[config.mk]
export PLATFORM = sky130hd
export DESIGN_NAME = stpu_fetch
export DESIGN_NICKNAME = d
export VERILOG_FILES = /design/src/rtl/stpu_fetch_pkg.sv /design/src/rtl/stpu_fetch_fifo.sv /design/src/rtl/stpu_fetch.sv
export SDC_FILE = /design/constraint.sdc
export NUM_CORES = 1
export LEC_CHECK = 0
export ABC_AREA = 1
export BUFFER_PORTS_ARGS = -buffer_cell sky130_fd_sc_hd__buf_2
export CORE_UTILIZATION = 45
export CTS_CLUSTER_SIZE = 12
export DETAILED_ROUTE_END_ITERATION = 8
export PLACE_DENSITY_LB_ADDON = 0.05
export RECOVER_POWER = 25
export SLEW_MARGIN = 20
export SYNTH_ARGS = -nofsm -noshare
export SYNTH_HDL_FRONTEND = slang
export SYNTH_SLANG_ARGS = --single-unit
[constraint.sdc]
create_clock -name clk -period 3.1 [get_ports clk]
set_input_delay 0.31 -clock clk [delete_from_list [all_inputs] [get_ports clk]]
set_output_delay 0.31 -clock clk [all_outputs]
set_load 0.05 [all_outputs]
[src/rtl/stpu_fetch_pkg.sv]
// stpu_fetch_pkg: shared constants and the prefetch entry layout for the fetch front end
package stpu_fetch_pkg;
  localparam logic [31:0] PC_STEP = 32'd4;
  localparam logic [31:0] ZERO_WORD = 32'h0000_0000;
  localparam int FETCH_DEPTH = 2;
  typedef struct packed {
    logic [31:0] pc;
    logic [31:0] inst;
  } fetch_entry_t;
endpackage

[src/rtl/stpu_fetch_fifo.sv]
// stpu_fetch_fifo: small circular prefetch buffer with flush taking priority over push/pop
module stpu_fetch_fifo #(
  parameter int DEPTH = 2,
  parameter int W = 64,
  localparam int AW = $clog2(DEPTH),
  localparam int CW = $clog2(DEPTH) + 1
) (
  input  logic          clk,
  input  logic          rst,
  input  logic          push,
  input  logic          pop,
  input  logic          flush,
  input  logic [W-1:0]  din,
  output logic [W-1:0]  dout,
  output logic [CW-1:0] count,
  output logic          full,
  output logic          empty
);
  logic [W-1:0] mem [DEPTH];
  logic [AW-1:0] wr, rd;
  logic push_e, pop_e;
  assign full = count == CW'(DEPTH);
  assign empty = count == '0;
  assign push_e = push & ~full & ~flush;
  assign pop_e = pop & ~empty & ~flush;
  assign dout = mem[rd];
  always_ff @(posedge clk) begin
    if (rst || flush) begin
      wr <= '0;
      rd <= '0;
      count <= '0;
    end else begin
      wr <= push_e ? wr + 1'b1 : wr;
      rd <= pop_e ? rd + 1'b1 : rd;
      count <= count + CW'(push_e) - CW'(pop_e);
    end
  end
  always_ff @(posedge clk) begin
    if (rst) begin
      for (int i = 0; i < DEPTH; i++) mem[i] <= '0;
    end else if (push_e) begin
      mem[wr] <= din;
    end
  end
endmodule

[src/rtl/stpu_fetch.sv]
// stpu_fetch: pc register, rom fetch control and redirect handling feeding a prefetch buffer to decode
module stpu_fetch
  import stpu_fetch_pkg::*;
#(
  parameter int DEPTH = FETCH_DEPTH,
  parameter logic [31:0] RESET_PC = 32'h0000_0000
) (
  input  logic        clk,
  input  logic        rst,
  output logic [31:0] rom_addr_o,
  output logic        rom_ce,
  input  logic [31:0] rom_data_i,
  input  logic        redirect_i,
  input  logic [31:0] redirect_pc_i,
  output logic        id_valid_o,
  input  logic        id_ready_i,
  output logic [31:0] id_pc_o,
  output logic [31:0] id_inst_o
);
  localparam int CW = $clog2(DEPTH) + 1;
  logic [31:0] pc;
  logic started, full, empty;
  logic [CW-1:0] count;
  fetch_entry_t din, dout;
  assign rom_addr_o = pc;
  assign rom_ce = started & ~rst & ~redirect_i & ~full;
  assign din = '{pc: pc, inst: rom_data_i};
  assign id_valid_o = ~empty;
  assign id_pc_o = dout.pc;
  assign id_inst_o = dout.inst;
  always_ff @(posedge clk) begin
    if (rst) begin
      pc <= RESET_PC;
      started <= 1'b0;
    end else begin
      started <= 1'b1;
      pc <= redirect_i ? {redirect_pc_i[31:2], 2'b00} : rom_ce ? pc + PC_STEP : pc;
    end
  end
  stpu_fetch_fifo #(.DEPTH(DEPTH), .W(64)) u_fifo (
    .clk(clk),
    .rst(rst),
    .push(rom_ce),
    .pop(id_ready_i & (count != '0)),
    .flush(redirect_i),
    .din(din),
    .dout(dout),
    .count(count),
    .full(full),
    .empty(empty)
  );
endmodule

==> results.cfg, run 1 <==
[die]
boundaryPins = 166
rows = 47
die_h_um = 132
core_area_mm2 = 0.0165
start_util = 0.460
die-area_mm2 = 0.0174
chipWidth_um = 132

[sta]
clock.fmax_mhz = 384
max-slew-margin-rel = 0.165
hold_viol_final = 0
setup-violations-final = 0
grt_setup_unrepaired = no
fin_crit_sh = 0.840
slew_viol_final = 0
setup_tns_ns = 0
worst_pin_slew_ns = 1.25
period_minus_slack_ns = 2.60
skew_ns = 0.0112

[logic_synthesis]
synthMuxAreaShare = 0.0918
synth_top_area_share = 0.490
synth-xor-area-share = 0.00230
yosysMostFrequentCell = nor2_1
ys_seq_elements = 160
synth_flop_cell = edfxtp_1
synth_commonest_cells = 187 x nor2_1, 129 x nand2_1, 124 x edfxtp_1, 72 x inv_1, 62 x mux2_2
syn_inst = 783
ys_seq_area_frac = 0.584
yosys.area_share.simple = 0.212
synth-adder-area-share = 0.00329
synthTopCellsByArea = edfxtp_1 49%, dfxtp_1 9.5%, nor2_1 9.2%
yosys.area.top_type = edfxtp_1
ys_warn_count = 0
postSynthAreaPerCell_um2 = 9.71
synth-edff-count = 124
synth_area_mm2 = 0.00761
synth_top_family_by_area = simple AND/OR/NAND/NOR gates
async_flop_share = 0
synth_compound_area_frac = 0.0423
synth.distinct_cells = 36

[power]
p_leak_nw = 3.72
pwr-share-seq = 0.478
pwr-share-comb = 0.136
p_per_area_mw_per_mm2 = 566
p_total_w = 0.00517
clkPwrFrac = 0.386
ir_worst_vdd_uv = 375
netSwitchingFraction = 0.272
switchingPower_w = 0.00141
power.internal_w = 0.00377

[critical_path]
worst_setup_path_start_kind = input pin
crit_fanout = 62
end_kind = register
cp_data_arrival_time_ns = 2.74
cp.required_ns = 3.24
path_common_cell = nor2_1
crit_type = input pin to register
slowest_stage = clkbuf_1
crit_chain = clkbuf_1 -> nor2_1 -> nand3_2 -> nor2_1 -> clkinv_1 -> clkbuf_4 -> nor2_1
crit_family = buffers and inverters
crit_buf_inv = 3
slowest_delay_ns = 0.89

[cells_and_area]
fillers = 1545
utilization = 0.553
layout-drive-gt1-share = 0.268
diodes = 0
final_nets = 1007
syn_to_final_growth_pct = 20.1

[clock_tree]
clk_path_buf_depth = 2
path_clk_slew_ns = 0.06
root_buffer = clkbuf_16
cts_sinks = 160
ctsHoldBuffers = 0
cts_buffers = 17
clk_latency_ns = 0.42
cts_setup_buffers = 0
htreeDepth = 4
cts_resized = 0
cts_tree = done

[route]
viasPerCell = 5.01
wire_per_inst_um = 15.8
ant_nets = 0
drt-initial-drc-count = 367
vias = 5861
wirelength_um = 18500
drcViolationCount = 0
first_pass_iters = 5

[global_routing]
overflow = 0
grt_antenna_before_repair = 0
first_global_vias = 5851
track_usage = 0.218
grt_pass1_wl_um = 29300
grt_max_degree = 64

[place]
gp_congestion = 0.884
dp_hpwl_um = 12400
portBuffers = 159

[run]
maxCapViolations = 0

[hold_path]
hold_path_class = input pin to register

[outcome]
status = complete, no violations
state kept, by name, summed over array words and instances (netlist names), named ones only:
register / count
u_fifo.mem: 124
rom_addr_o: 30
u_fifo.count: 2
started: 1
u_fifo.rd: 1
u_fifo.wr: 1
final timing paths:
path,start,to,slack [ns],cells after the start
setup / recovery,rst,u_fifo.mem[1][40],0.50,7
hold reg to reg,u_fifo.rd,u_fifo.rd,0.48,2
hold / removal,redirect_pc_i[3],rom_addr_o[3],0.16,3
setup reg to reg,u_fifo.count[0],u_fifo.mem[1][54],1.03,7
tightest hold or removal path: stages:
cell and delay, ns:
buf_2 0.10, nand2_1 0.05, a31oi_1 0.07
stage by stage:
stage                     hold slack (ns)  cells  instance area [um2]  worst slack [ns]
after detailed placement            0.469   1138                 8630             0.708
after global placement              0.456   1138                 8630             0.697
final                               0.163   1169                 9130             0.497
after floorplan                     0.388    786                 7620             0.272
after global routing                0.159   1169                 9130             0.333
after CTS                           0.150   1169                 9180             0.614
cells by family after synthesis:
| group | after synthesis |
|---|---|
| mux | 62 |
| xor+xnor | 2 |
| compound gates | 56 |
| buf+inv | 116 |
| simple gates | 384 |
| fa+ha+maj | 2 |
| flops | 160 |
| other cells | 1 |
layout make-up:
type	instances	area, um2	area share
clock buffers	21	440	0.0482
clock inverters	10	111	0.0122
inverters	77	289	0.0316
multi-input cells	510	2690	0.294
flip-flops and latches	160	4450	0.487
well taps	220	275	0.0301
repair buffers	171	883	0.0967
metal layers:
layer  share of wire  vias up  routed length (um)  global-route usage
li1                -     2874                   -                   -
met1            0.43     2773                8000               0.270
met2            0.50      190                9190               0.376
met3           0.056       24                1030              0.0511
met4           0.016        0                 287              0.0652
met5               0        -                   0                   0
layout by cell type, fill, tap and decap left out, drive strengths merged:
master,synthesis,layout
conb,1,4
inv,77,78
clkinvlp,0,2
mux2,62,62
or2,6,6
a21boi,1,1
a221oi,1,1
o22ai,4,4
nor2,200,200
dfxtp,36,36
edfxtp,124,124
buf,27,137
nand4,1,1
nand2,134,134
xnor2,1,1
o21ai,9,9
a211oi,5,5
nand3,38,38
o32ai,1,1
a21oi,29,29
xor2,1,1
o211ai,2,2
clkinv,0,5
and2,2,2
a31oi,4,4
bufinv,0,2
nor3,3,3
ha,2,2
clkbuf,12,55
power by group through the flow:
stage | clock [W] | sequential (W) | combinational, W
4_1_cts | 0.00203 | 0.00247 | 0.000716
3_3_place_gp | 0 | 0.00251 | 0.000706
3_5_place_dp | 0 | 0.00252 | 0.000713
2_1_floorplan | 0 | 0.00260 | 0.000432
5_1_grt | 0.00211 | 0.00249 | 0.000752
6_report | 0.00200 | 0.00247 | 0.000702
Power figures use the tool's default switching activity.
==> inputs of run 2 (changes only) <==
- clock period: 3.1 -> 2.52 ns (I/O delays scaled with it)
==> run 2 against run 1 <==
  * Critical path type is now register to primary output
  * Clock power is 12% higher
  * Largest cell class unchanged
  * Global-route usage hardly changed
  * First-iteration DRC count is 11% lower
  * Setup slack worse by 0.082 ns
==> results.cfg, run 2 (synthesized netlist as in run 1, its figures left out) <==
[hold_path]
hold_path_class = input pin to register

[critical_path]
cp_data_arrival_time_ns = 1.85
end_kind = primary output
crit_fanout = 30
worst_setup_path_start_kind = register
crit_type = register to primary output
cp.required_ns = 2.27

[clock_tree]
path_clk_slew_ns = 0.06
clk_path_buf_depth = 2
clk_latency_ns = 0.42
htreeDepth = 4
cts_resized = 0
ctsHoldBuffers = 0
cts_sinks = 160
cts_setup_buffers = 0
cts_buffers = 17
cts_tree = done
root_buffer = clkbuf_16

[outcome]
status = complete, no violations

[global_routing]
overflow = 0
grt_max_degree = 64
track_usage = 0.218
grt_pass1_wl_um = 29200
grt_antenna_before_repair = 0
first_global_vias = 5646

[cells_and_area]
final_cell_mix = 187 x nor2_1, 130 x nand2_1, 127 x buf_2
diodes = 0
final_nets = 1009
layout-drive-gt1-share = 0.267
top_register = u_fifo.mem
syn_to_final_growth_pct = 19.8
final_common_cell = nor2_1
largest_reg_flops = 124
utilization = 0.551

[sta]
setup-violations-final = 0
skew_ns = 0.0152
grt_setup_unrepaired = no
worst_pin_slew_ns = 0.937
fin_ws_ns = 0.415
setup_tns_ns = 0
slew_viol_final = 0
period_minus_slack_ns = 2.10
max-slew-margin-rel = 0.375
fin_crit_sh = 0.835
clock.fmax_mhz = 475
hold_viol_final = 0

[die]
chipWidth_um = 132
boundaryPins = 166
rows = 47
die_h_um = 132
die-area_mm2 = 0.0174
core_area_mm2 = 0.0165
start_util = 0.460

[route]
wire_per_inst_um = 15.6
first_pass_iters = 5
viasPerCell = 4.98
wirelength_um = 18300
ant_nets = 0
drcViolationCount = 0
drt-initial-drc-count = 325
vias = 5835

[run]
maxCapViolations = 0

[place]
post-place-ws_ns = 0.559
portBuffers = 159
dp_hpwl_um = 12400
gp_congestion = 0.889

[power]
ir_worst_vdd_uv = 431
p_per_area_mw_per_mm2 = 674
p_total_w = 0.00614
p_leak_nw = 3.71
[run 2: worst paths after layout]
| kind | start | to | slack (ns) | cells after the start |
|---|---|---|---|---|
| hold / removal | redirect_pc_i[3] | rom_addr_o[3] | 0.11 | 3 |
| hold reg to reg | u_fifo.wr | u_fifo.wr | 0.46 | 2 |
| setup reg to reg | u_fifo.count[0] | rom_addr_o[5] | 0.48 | 9 |
| setup / recovery | register | id_pc_o[22] | 0.42 | 3 |
[run 2: where the power goes]
group / switching [W] / internal (W) / total [W]
registers: 0.0000755 / 0.00297 / 0.00304
logic: 0.000648 / 0.000217 / 0.000865
clock network: 0.000980 / 0.00125 / 0.00223
total: 0.00170 / 0.00444 / 0.00614
[run 2: cell type report]
cell class | count | area (um2)
Fill cell | 1525 | 7410
Sequential cell | 160 | 4450
Multi-Input combinational cell | 510 | 2690
Timing Repair Buffer | 173 | 903
Clock buffer | 22 | 444
Inverter | 77 | 289
Tap cell | 220 | 275
Clock inverter | 10 | 68.8
[run 2: critical path: stages, from the launching register on]
cell and delay (ns):
dfxtp_2 0.55, buf_12 0.26, mux2_2 0.39, buf_2 0.22
[run 2: routing by layer]
metal / global-route usage / up-vias / wire length, um
li1: - / 2890 / -
met1: 0.283 / 2766 / 8300
met2: 0.365 / 163 / 8930
met3: 0.0431 / 16 / 794
met4: 0.0736 / 0 / 246
met5: 0 / - / 0
[run 2: per-stage QoR]
step                      hold slack (ns)  instances  instance area, um2
after floorplan                     0.330        786                7620
after global placement              0.453       1140                8670
after detailed placement            0.453       1140                8670
after CTS                          0.0964       1172                9180
after global routing                0.104       1172                9110
final                               0.111       1172                9110
==> inputs of run 3 (changes only) <==
- clock period: 2.52 -> 1.8 ns (I/O delays scaled with it)
==> run 3 against run 2 <==
  * First-iteration DRC count up 13%
  * Critical path depth unchanged
  * Setup slack worse by 0.39 ns
  * Combinational power up 60%
  * Non-clock buffer count up 10
  * Register-to-register slack worse by 0.31 ns
  * Largest power group unchanged
==> results.cfg, run 3 (synthesized netlist as in run 1, its figures left out) <==
[outcome]
status = complete, no violations

[global_routing]
grt_max_degree = 47
first_global_vias = 5901
grt_antenna_before_repair = 0
track_usage = 0.228
overflow = 0
grt-busiest-layer = met2
grt_use_met1 = 0.289
grt_pass1_wl_um = 30400
met3_usage = 0.0434
met2_usage = 0.384

[die]
boundaryPins = 166
start_util = 0.460
die_h_um = 132
chipWidth_um = 132
die-area_mm2 = 0.0174
rows = 47
core_area_mm2 = 0.0165

[cells_and_area]
largest_reg_flops = 124
diodes = 0
utilization = 0.594
final_nets = 1019
syn_to_final_growth_pct = 29.1
final_common_cell = nor2_1
fillers = 1453
top_register = u_fifo.mem
final_cell_mix = 187 x nor2_1, 129 x nand2_1, 124 x edfxtp_1
final_area_mm2 = 0.00982
layout-drive-gt1-share = 0.286
final_cells = 1182

[place]
placed_cells = 1147
dpl_cell_area_mm2 = 0.00880
gp_congestion = 0.859
dp_hpwl_um = 13000
portBuffers = 159

[critical_path]
worst_setup_path_start_kind = register
crit_fanout = 30
end_kind = primary output
crit_type = register to primary output
cp.required_ns = 1.62
cp_data_arrival_time_ns = 1.60

[sta]
clock.fmax_mhz = 563
fin_crit_sh = 0.988
hold_viol_final = 0
period_minus_slack_ns = 1.78
setup-violations-final = 0
slew_viol_final = 0
grt_setup_unrepaired = yes
max-slew-margin-rel = 0.548
skew_ns = 0.00909
worst_pin_slew_ns = 0.681

[power]
p_per_area_mw_per_mm2 = 953
p_leak_nw = 3.97
ir_worst_vdd_uv = 658

[route]
viasPerCell = 5.00
drt-initial-drc-count = 368
wirelength_um = 19100
vias = 5912
wire_per_inst_um = 16.1
first_pass_iters = 4
drcViolationCount = 0
ant_nets = 0

[clock_tree]
htreeDepth = 4
root_buffer = clkbuf_16
path_clk_slew_ns = 0.07
cts_tree = done
cts_sinks = 160
clk_path_buf_depth = 2
cts_buffers = 17
clk_latency_ns = 0.42

[run]
maxCapViolations = 0

[hold_path]
hold_path_class = input pin to register
==> run 3: cell types whose count changed in the layout (fill, tap and decap cells not counted), moves of 5 or more <==
cell,before,now
inv_6,0,5
buf_12,4,11
buf_2,127,81
buf_6,0,37
clkbuf_1,39,30
mux2_4,0,12
mux2_2,62,50
buf_8,0,12
==> run 3: critical path, cell delays in order (launching register included) <==
cell,delay (ns)
dfxtp_4,0.39
buf_12,0.21
mux2_2,0.38
buf_6,0.16
==> run 3: routing by layer <==
metal / share of wire / vias to the layer above
li1: - / 2917
met4: 0.022 / 0
met1: 0.44 / 2800
met3: 0.046 / 29
met5: 0 / -
met2: 0.49 / 166
==> run 3: area by class of cell <==
cell class	instances	area, um2	area share
Sequential cell	160	4450	0.453
Clock inverter	15	180	0.0184
Clock buffer	17	425	0.0433
Timing Repair Buffer	183	1460	0.149
Multi-Input combinational cell	510	2740	0.279
Inverter	77	289	0.0294
Tap cell	220	275	0.0280
==> run 3: metrics by stage <==
stage	TNS (ns)	setup WS (ns)	total power, W	hold WS, ns
final	0	0.0223	0.00936	0.0319
after global placement	0	0.240	0.00559	0.449
after CTS	-0.0582	-0.0371	0.00943	0.0121
after floorplan	0	0.0129	0.00521	0.258
after detailed placement	0	0.194	0.00561	0.459
after global routing	-0.231	-0.0197	0.00967	0.0384
==> run 3: path summary, 6_finish.rpt <==
kind | cells after the start | endpoint | slack, ns | from
hold reg to reg | 2 | u_fifo.wr | 0.47 | u_fifo.wr
hold / removal | 3 | rom_addr_o[3] | 0.03 | redirect_pc_i[3]
setup reg to reg | 9 | rom_addr_o[28] | 0.17 | u_fifo.count[1]
setup / recovery | 3 | id_inst_o[17] | 0.02 | register
==> run 3: where the power goes <==
part,internal (W),switching [W],total [W]
clock,0.00220,0.00153,0.00373
sequential,0.00415,0.000103,0.00425
combinational,0.000436,0.000939,0.00138
total,0.00679,0.00257,0.00936
==> run 3: what timing repair did <==
action / CTS / global route
cloned: 2 / 0
resized for setup: 111 / 18
hold buffers: 0 / 0
setup buffers: 1 / 0
setup endpoints to repair: 63 / 35
pin swaps: 0 / 0
